`src/rtl/vga_register_display.sv`:
```
// 640x480@60 VGA text renderer: shows 11 snapshotted 16-bit registers as hex rows.
// Two pixel-tick pipeline stages keep colour and sync aligned at the connector.
module vga_register_display #(
  parameter int unsigned CLK_DIV = 2,
  parameter int unsigned X0      = 32,
  parameter int unsigned Y0      = 32,
  parameter logic [8:0]  FG      = 9'h1FF,
  parameter logic [8:0]  BG      = 9'h000
) (
  input  logic         clk,
  input  logic         rst,
  input  logic [175:0] registers,
  output logic         vgaHs,
  output logic         vgaVs,
  output logic [2:0]   vgaR,
  output logic [2:0]   vgaG,
  output logic [2:0]   vgaB,
  output logic         frameStart
);

  localparam int unsigned DIV_W       = (CLK_DIV > 1) ? $clog2(CLK_DIV) : 1;
  localparam int unsigned H_TOTAL     = 800;
  localparam int unsigned H_VIS       = 640;
  localparam int unsigned H_SYNC_BEG  = 656;
  localparam int unsigned H_SYNC_END  = 752;
  localparam int unsigned V_TOTAL     = 525;
  localparam int unsigned V_VIS       = 480;
  localparam int unsigned V_SYNC_BEG  = 490;
  localparam int unsigned V_SYNC_END  = 492;
  localparam int unsigned TEXT_W      = 64;
  localparam int unsigned TEXT_H      = 176;
  localparam int unsigned REG_BITS    = 176;
  localparam int unsigned PAD_BITS    = 256;
  localparam logic signed [10:0] TEXT_W_S = 11'(TEXT_W);
  localparam logic signed [10:0] TEXT_H_S = 11'(TEXT_H);

  logic [DIV_W-1:0] divCnt;
  logic             pixEn;
  logic [9:0]       hCnt;
  logic [9:0]       vCnt;
  logic             hWrap;
  logic [9:0]       vNext;
  logic             snapTick;
  logic [REG_BITS-1:0] shadow;

  assign pixEn    = (divCnt == DIV_W'(CLK_DIV - 1));
  assign hWrap    = (hCnt == 10'(H_TOTAL - 1));
  assign snapTick = pixEn && (hCnt == 10'd0) && (vCnt == 10'(V_VIS));

  always_comb begin
    vNext = vCnt;
    if (hWrap) vNext = (vCnt == 10'(V_TOTAL - 1)) ? 10'd0 : vCnt + 10'd1;
  end

  // Pixel clock enable.
  always_ff @(posedge clk) begin
    if (rst)        divCnt <= '0;
    else if (pixEn) divCnt <= '0;
    else            divCnt <= divCnt + DIV_W'(1);
  end

  // Raster counters.
  always_ff @(posedge clk) begin
    if (rst) begin
      hCnt <= '0;
      vCnt <= '0;
    end else if (pixEn) begin
      hCnt <= hWrap ? 10'd0 : hCnt + 10'd1;
      vCnt <= vNext;
    end
  end

  // Frame snapshot taken at the start of vertical blanking so rows never tear.
  always_ff @(posedge clk) begin
    if (rst) begin
      shadow     <= '0;
      frameStart <= 1'b0;
    end else begin
      frameStart <= snapTick;
      if (snapTick) shadow <= registers;
    end
  end

  logic signed [10:0] rx;
  logic signed [10:0] ry;
  logic               inBlock;
  logic [PAD_BITS-1:0] shadowPad;
  logic [15:0]        word;
  logic [3:0]         nib;

  assign rx        = 11'(hCnt) - 11'(X0);
  assign ry        = 11'(vCnt) - 11'(Y0);
  assign inBlock   = (rx >= 11'sd0) && (rx < TEXT_W_S) && (ry >= 11'sd0) && (ry < TEXT_H_S);
  assign shadowPad = {(PAD_BITS - REG_BITS)'(0), shadow};
  assign word      = shadowPad[{ry[7:4], 4'b0000} +: 16];
  assign nib       = word[{~rx[5:4], 2'b00} +: 4];

  logic       s1InBlock;
  logic [3:0] s1Nib;
  logic [2:0] s1Gx;
  logic [2:0] s1Gy;
  logic       s1Vis;
  logic       s1Hs;
  logic       s1Vs;

  // Stage 1: position decode.
  always_ff @(posedge clk) begin
    if (rst) begin
      s1InBlock <= 1'b0;
      s1Nib     <= '0;
      s1Gx      <= '0;
      s1Gy      <= '0;
      s1Vis     <= 1'b0;
      s1Hs      <= 1'b1;
      s1Vs      <= 1'b1;
    end else if (pixEn) begin
      s1InBlock <= inBlock;
      s1Nib     <= nib;
      s1Gx      <= rx[3:1];
      s1Gy      <= ry[3:1];
      s1Vis     <= (hCnt < 10'(H_VIS)) && (vCnt < 10'(V_VIS));
      s1Hs      <= !((hCnt >= 10'(H_SYNC_BEG)) && (hCnt < 10'(H_SYNC_END)));
      s1Vs      <= !((vCnt >= 10'(V_SYNC_BEG)) && (vCnt < 10'(V_SYNC_END)));
    end
  end

  // Hex font: row 0 in the top byte, bit 7 is the leftmost pixel.
  function automatic logic [63:0] glyph(input logic [3:0] n);
    case (n)
      4'h0: glyph = 64'h3C666E7666663C00;
      4'h1: glyph = 64'h1838181818187E00;
      4'h2: glyph = 64'h3C66060C18307E00;
      4'h3: glyph = 64'h3C66061C06663C00;
      4'h4: glyph = 64'h0C1C3C6C7E0C0C00;
      4'h5: glyph = 64'h7E607C0606663C00;
      4'h6: glyph = 64'h3C607C6666663C00;
      4'h7: glyph = 64'h7E060C1830303000;
      4'h8: glyph = 64'h3C66663C66663C00;
      4'h9: glyph = 64'h3C66663E060C3800;
      4'hA: glyph = 64'h183C66667E666600;
      4'hB: glyph = 64'h7C66667C66667C00;
      4'hC: glyph = 64'h3C66606060663C00;
      4'hD: glyph = 64'h786C6666666C7800;
      4'hE: glyph = 64'h7E60607C60607E00;
      default: glyph = 64'h7E60607C60606000;
    endcase
  endfunction

  logic [63:0] glyphBits;
  logic [7:0]  fontRow;
  logic        fontBit;

  assign glyphBits = glyph(s1Nib);
  assign fontRow   = glyphBits[{~s1Gy, 3'b000} +: 8];
  assign fontBit   = fontRow[~s1Gx];

  // Stage 2: colour and sync outputs.
  always_ff @(posedge clk) begin
    if (rst) begin
      {vgaR, vgaG, vgaB} <= 9'h000;
      vgaHs              <= 1'b1;
      vgaVs              <= 1'b1;
    end else if (pixEn) begin
      {vgaR, vgaG, vgaB} <= (s1Vis && s1InBlock) ? (fontBit ? FG : BG) : 9'h000;
      vgaHs              <= s1Hs;
      vgaVs              <= s1Vs;
    end
  end

endmodule

```
`config.mk`:
```
export PLATFORM = sky130hd
export DESIGN_NAME = vga_register_display
export DESIGN_NICKNAME = d
export VERILOG_FILES = /design/src/rtl/vga_register_display.sv
export SDC_FILE = /design/constraint.sdc
export NUM_CORES = 1
export LEC_CHECK = 0
export ABC_AREA = 1
export CORE_ASPECT_RATIO = 1.4
export CORE_MARGIN = 4
export CORE_UTILIZATION = 55
export CTS_CLUSTER_DIAMETER = 200
export DETAILED_ROUTE_END_ITERATION = 8
export DONT_BUFFER_PORTS = 1
export PLACE_DENSITY = 0.7
export SLEW_MARGIN = 20
export SYNTH_ARGS = -nofsm -noshare
export SYNTH_HDL_FRONTEND = slang
export SYNTH_SLANG_ARGS = --single-unit
```
`constraint.sdc`:
```
create_clock -name clk -period 7.2 [get_ports clk]
set_clock_uncertainty 0.1 [all_clocks]
set_input_delay 0.36 -clock clk [delete_from_list [all_inputs] [get_ports clk]]
set_output_delay 0.36 -clock clk [all_outputs]
set_load 0.03 [all_outputs]
```
==> summary.txt <==
Status
  – Status: finished, final reports clean

Min path
  – Hold Path Depth: 2
  – End of the worst hold path: vgaHs
  – HP Start: rst
  – Hold Path Class: in2reg

CTS
  – CTS Buf Count: 25
  – Clk sink count: 254
  – CTS resizes: 0
  – Clock root buffer: clkbuf_16
  – Clock buffer depth: 3
  – H-tree depth: 1
  – Clk_lat worst skew: between 0.5 and 0.6 ns
  – CTS tree: built
  – Clk pin slew, worst setup/hold paths: roughly 0.060 ns

Die
  – Die Span X: between 100 and 150 um
  – Initial Utilization: about 56%
  – Row count: between 60 and 70
  – # IOs: 190
  – Core Box Area: a little over 20000 um^2
  – Die ar.: between 20000 and 25000 um^2
  – Die Y: ~180 um

Synth
  – Ys Warns: 0
  – Post-synthesis sequential area ratio: a little over two fifths
  – Mapped Cells: between 1.5k and 2k
  – Synth Area per Inst: slightly above 7 um^2
  – Syn_nets: between 1.5k and 2k
  – Cell area after synthesis: 11600 um^2
  – Netlist cell types: 46
  – Yosys reg bits: 254

Power and ir drop
  – Switching part of the total: 22.6%
  – Power per Cell Area: between 200 and 250 nW/um^2
  – Int Power: approximately 2.2 mW
  – Sequential Power Share: between 50% and 60%
  – Clock power share: between 40% and 50%
  – Combinational cell fraction of total power: 6.4%
  – P_sw: approximately 0.65 mW
  – Worst ir drop on vdd: around 190 uV
  – Leakage: 5.92 nW

GRT
  – First-pass GRT wire length: just under 60 mm
  – Total grt overflow: 0
  – Vias in the first global route: 11.3k
  – Total GRT Usage: between 30% and 40%
  – Initial antenna violation count: 1
  – Largest net degree at the start of global routing: 120

Timing
  – Endpoints failing setup: 0
  – Tmin final: about 4.3 ns
  – Unrepaired setup endpoints after global routing: no
  – Final hold viol count: 0
  – Worst slew margin: 24.9%
  – Worst slew pin tran: approximately 1.1 ns
  – Final worst setup slack: between 2 and 3 ns
  – FMAX: 231 MHz
  – Total Negative Setup Slacks: 0 ns
  – Final period util: about three fifths
  – Slew Limit Fails: 0

Setup path
  – WP data arrival: about 4.7 ns
  – CP max FO: 32
  – Worst Path Required: ~7.5 ns
  – Delay-heaviest family, CP: compound AO/OA/AOI/OAI gates
  – Most frequent CP cell: o21ai_1
  – Slowest cell on the critical path: a21oi_2
  – Reg2reg end: glyphBits[33]
  – Critical path capture point type: flop
  – Critical Path Max Stage Delay: 0.86 ns
  – CP Class: reg2reg
  – Worst Path Buf+Inv: 3
  – Cells on worst reg2reg path: 11
  – Cell Chain, Critical Path: buf_4 -> inv_4 -> ha_1 -> clkinv_1 -> nand4_1 -> nand3_1 -> nand2_1 -> o21ai_1 -> a21oi_2 -> o21ai_1 -> o21ai_0
  – Worst Setup Start Kind: flop
  – Worst r2r src: vCnt[5]
  – Worst R2R Setup Slack: between 2 and 3 ns

Route
  – DR vias: between 10k and 15k
  – DR vias/cell: 5.66
  – Post-Route WL: roughly 37 mm
  – Residual DRC: 0
  – DRT antenna net count: 0
  – DRT iter0 DRCs: a little over 1k
  – Router iterations before antenna repair: 5
  – WL/cell: roughly 18 um

Job
  – Max-Cap Viols: 0

Layout
  – Layout cells sized above 1: around 4.6%
  – Nets: between 1.5k and 2k
  – Area grow syn2layout: 20.3%
  – Filler instances: about 1.7k

Placement
  – Gpl congestion: about 0.95
  – Setup WS pre-CTS: just under 3 ns
  – Port bufs: 0
  – Detailed placement HPWL: 23.4 mm
## sequential cells by signal, indices dropped and copies added, names as in the netlist
name        count
hCnt           10
s1InBlock       1
glyphBits      39
vgaR            1
divCnt          1
s1Nib           4
vgaVs           1
s1Vis           1
shadow        176
vCnt           10
s1Hs            1
s1Gy            3
s1Vs            1
vgaHs           1
frameStart      1
s1Gx            3
## cells by family (layout without fill, tap and decap cells)
family                     count (synthesis)  in the layout  synth area share (%)
AOI/OAI and AO/OA                        267            267                  13.8
xor gates and xnor gates                   7              7                 0.529
adders and majority gates                 14             14                  1.51
buffers and inverters                    230            345                  8.92
DFF                                      254            254                  43.9
other                                      0              1                     0
and+or+nand+nor                          870            870                  31.3
## worst max-delay path by stage
stage	start	end	depth (start not counted)
2_1_floorplan	vCnt[5]	glyphBits[50]	18
3_3_place_gp	vCnt[5]	glyphBits[51]	11
3_5_place_dp	vCnt[5]	glyphBits[33]	11
4_1_cts	vCnt[5]	glyphBits[33]	11
5_1_grt	vCnt[5]	glyphBits[51]	11
6_report	vCnt[5]	glyphBits[33]	11
## stage by stage
| step | instance area (um^2) | total power, mW | std cells | util [%] | hold slack [ns] |
|---|---|---|---|---|---|
| CTS | 13900 | 2.88 | 2013 | 67.5 | 0.00387 |
| floorplan | 11600 | 1.56 | 1642 | - | 0.326 |
| finish | 13900 | 2.88 | 2014 | 67.5 | 0.0128 |
| global route | 13900 | 2.96 | 2014 | 67.5 | 0.0280 |
| global placement | 11400 | 1.58 | 1800 | 55.3 | 0.330 |
| detailed placement | 11400 | 1.58 | 1800 | 55.3 | 0.339 |
## synthesized netlist by cell type, drive strengths merged
library cell / number / area share, %
o221ai: 3 / 0.23
a221oi: 1 / 0.076
nor4: 4 / 0.35
nand2: 339 / 11
a22oi: 1 / 0.065
clkinv: 2 / 0.065
nor3: 14 / 0.60
dfxtp: 254 / 44
o22ai: 5 / 0.27
nand3b: 4 / 0.26
nor2: 369 / 12
a21oi: 24 / 1.3
a41oi: 1 / 0.076
nor3b: 2 / 0.13
o21a: 3 / 0.19
buf: 58 / 3.3
inv: 122 / 4.0
o311ai: 1 / 0.076
xnor2: 1 / 0.076
o2111a: 1 / 0.097
o2111ai: 1 / 0.076
a211oi: 68 / 4.4
xor2: 6 / 0.45
ha: 14 / 1.5
o21ai: 153 / 6.7
clkbuf: 48 / 1.6
nand3: 118 / 5.3
nand4: 20 / 1.1
a31oi: 4 / 0.22
o22a: 1 / 0.076
## power groups by stage
stage / Sequential [mW] / Clock [mW] / Combinational [mW]
floorplan: 1.48 / 0 / 0.0833
global placement: 1.49 / 0 / 0.0948
detailed placement: 1.49 / 0 / 0.0958
CTS: 1.46 / 1.24 / 0.181
global route: 1.46 / 1.30 / 0.203
finish: 1.46 / 1.24 / 0.186
## placed cells by master (no fill, tap or decap), types with 8 or more instances in the layout
| master | count |
|---|---|
| nor2_1 | 363 |
| nand2_1 | 329 |
| dfxtp_1 | 252 |
| dlygate4sd3_1 | 176 |
| o21ai_0 | 133 |
| inv_1 | 114 |
| nand3_1 | 114 |
| a211oi_1 | 68 |
| clkbuf_16 | 25 |
| nand4_1 | 20 |
| a21oi_1 | 20 |
| o21ai_1 | 17 |
| nor3_1 | 14 |
| ha_1 | 14 |
| buf_4 | 8 |
## repair_timing
item	CTS	global route
buffers inserted	0	0
endpoints found under the hold margin	185	0
hold buffers	177	0
## per-layer routing
layer	vias up	part of all wire, %	GRT usage (%)
met5	-	0	0
met4	0	4.6	12.3
met3	112	7.0	4.10
met2	489	48	51.3
met1	5282	40	39.0
li1	5519	-	-
## area by class of cell
type	instances	area, um^2	share of cell area (%)
clock buffer	31	678	4.87
antenna	1	2.50	0.0180
sequential	254	5090	36.5
clock inverter	5	63.8	0.458
timing repair buffer	185	1850	13.3
tap	256	320	2.30
multi-input combinational	1158	5470	39.2
inverter	124	468	3.36
No activity file was read; power rests on OpenSTA's default activity.
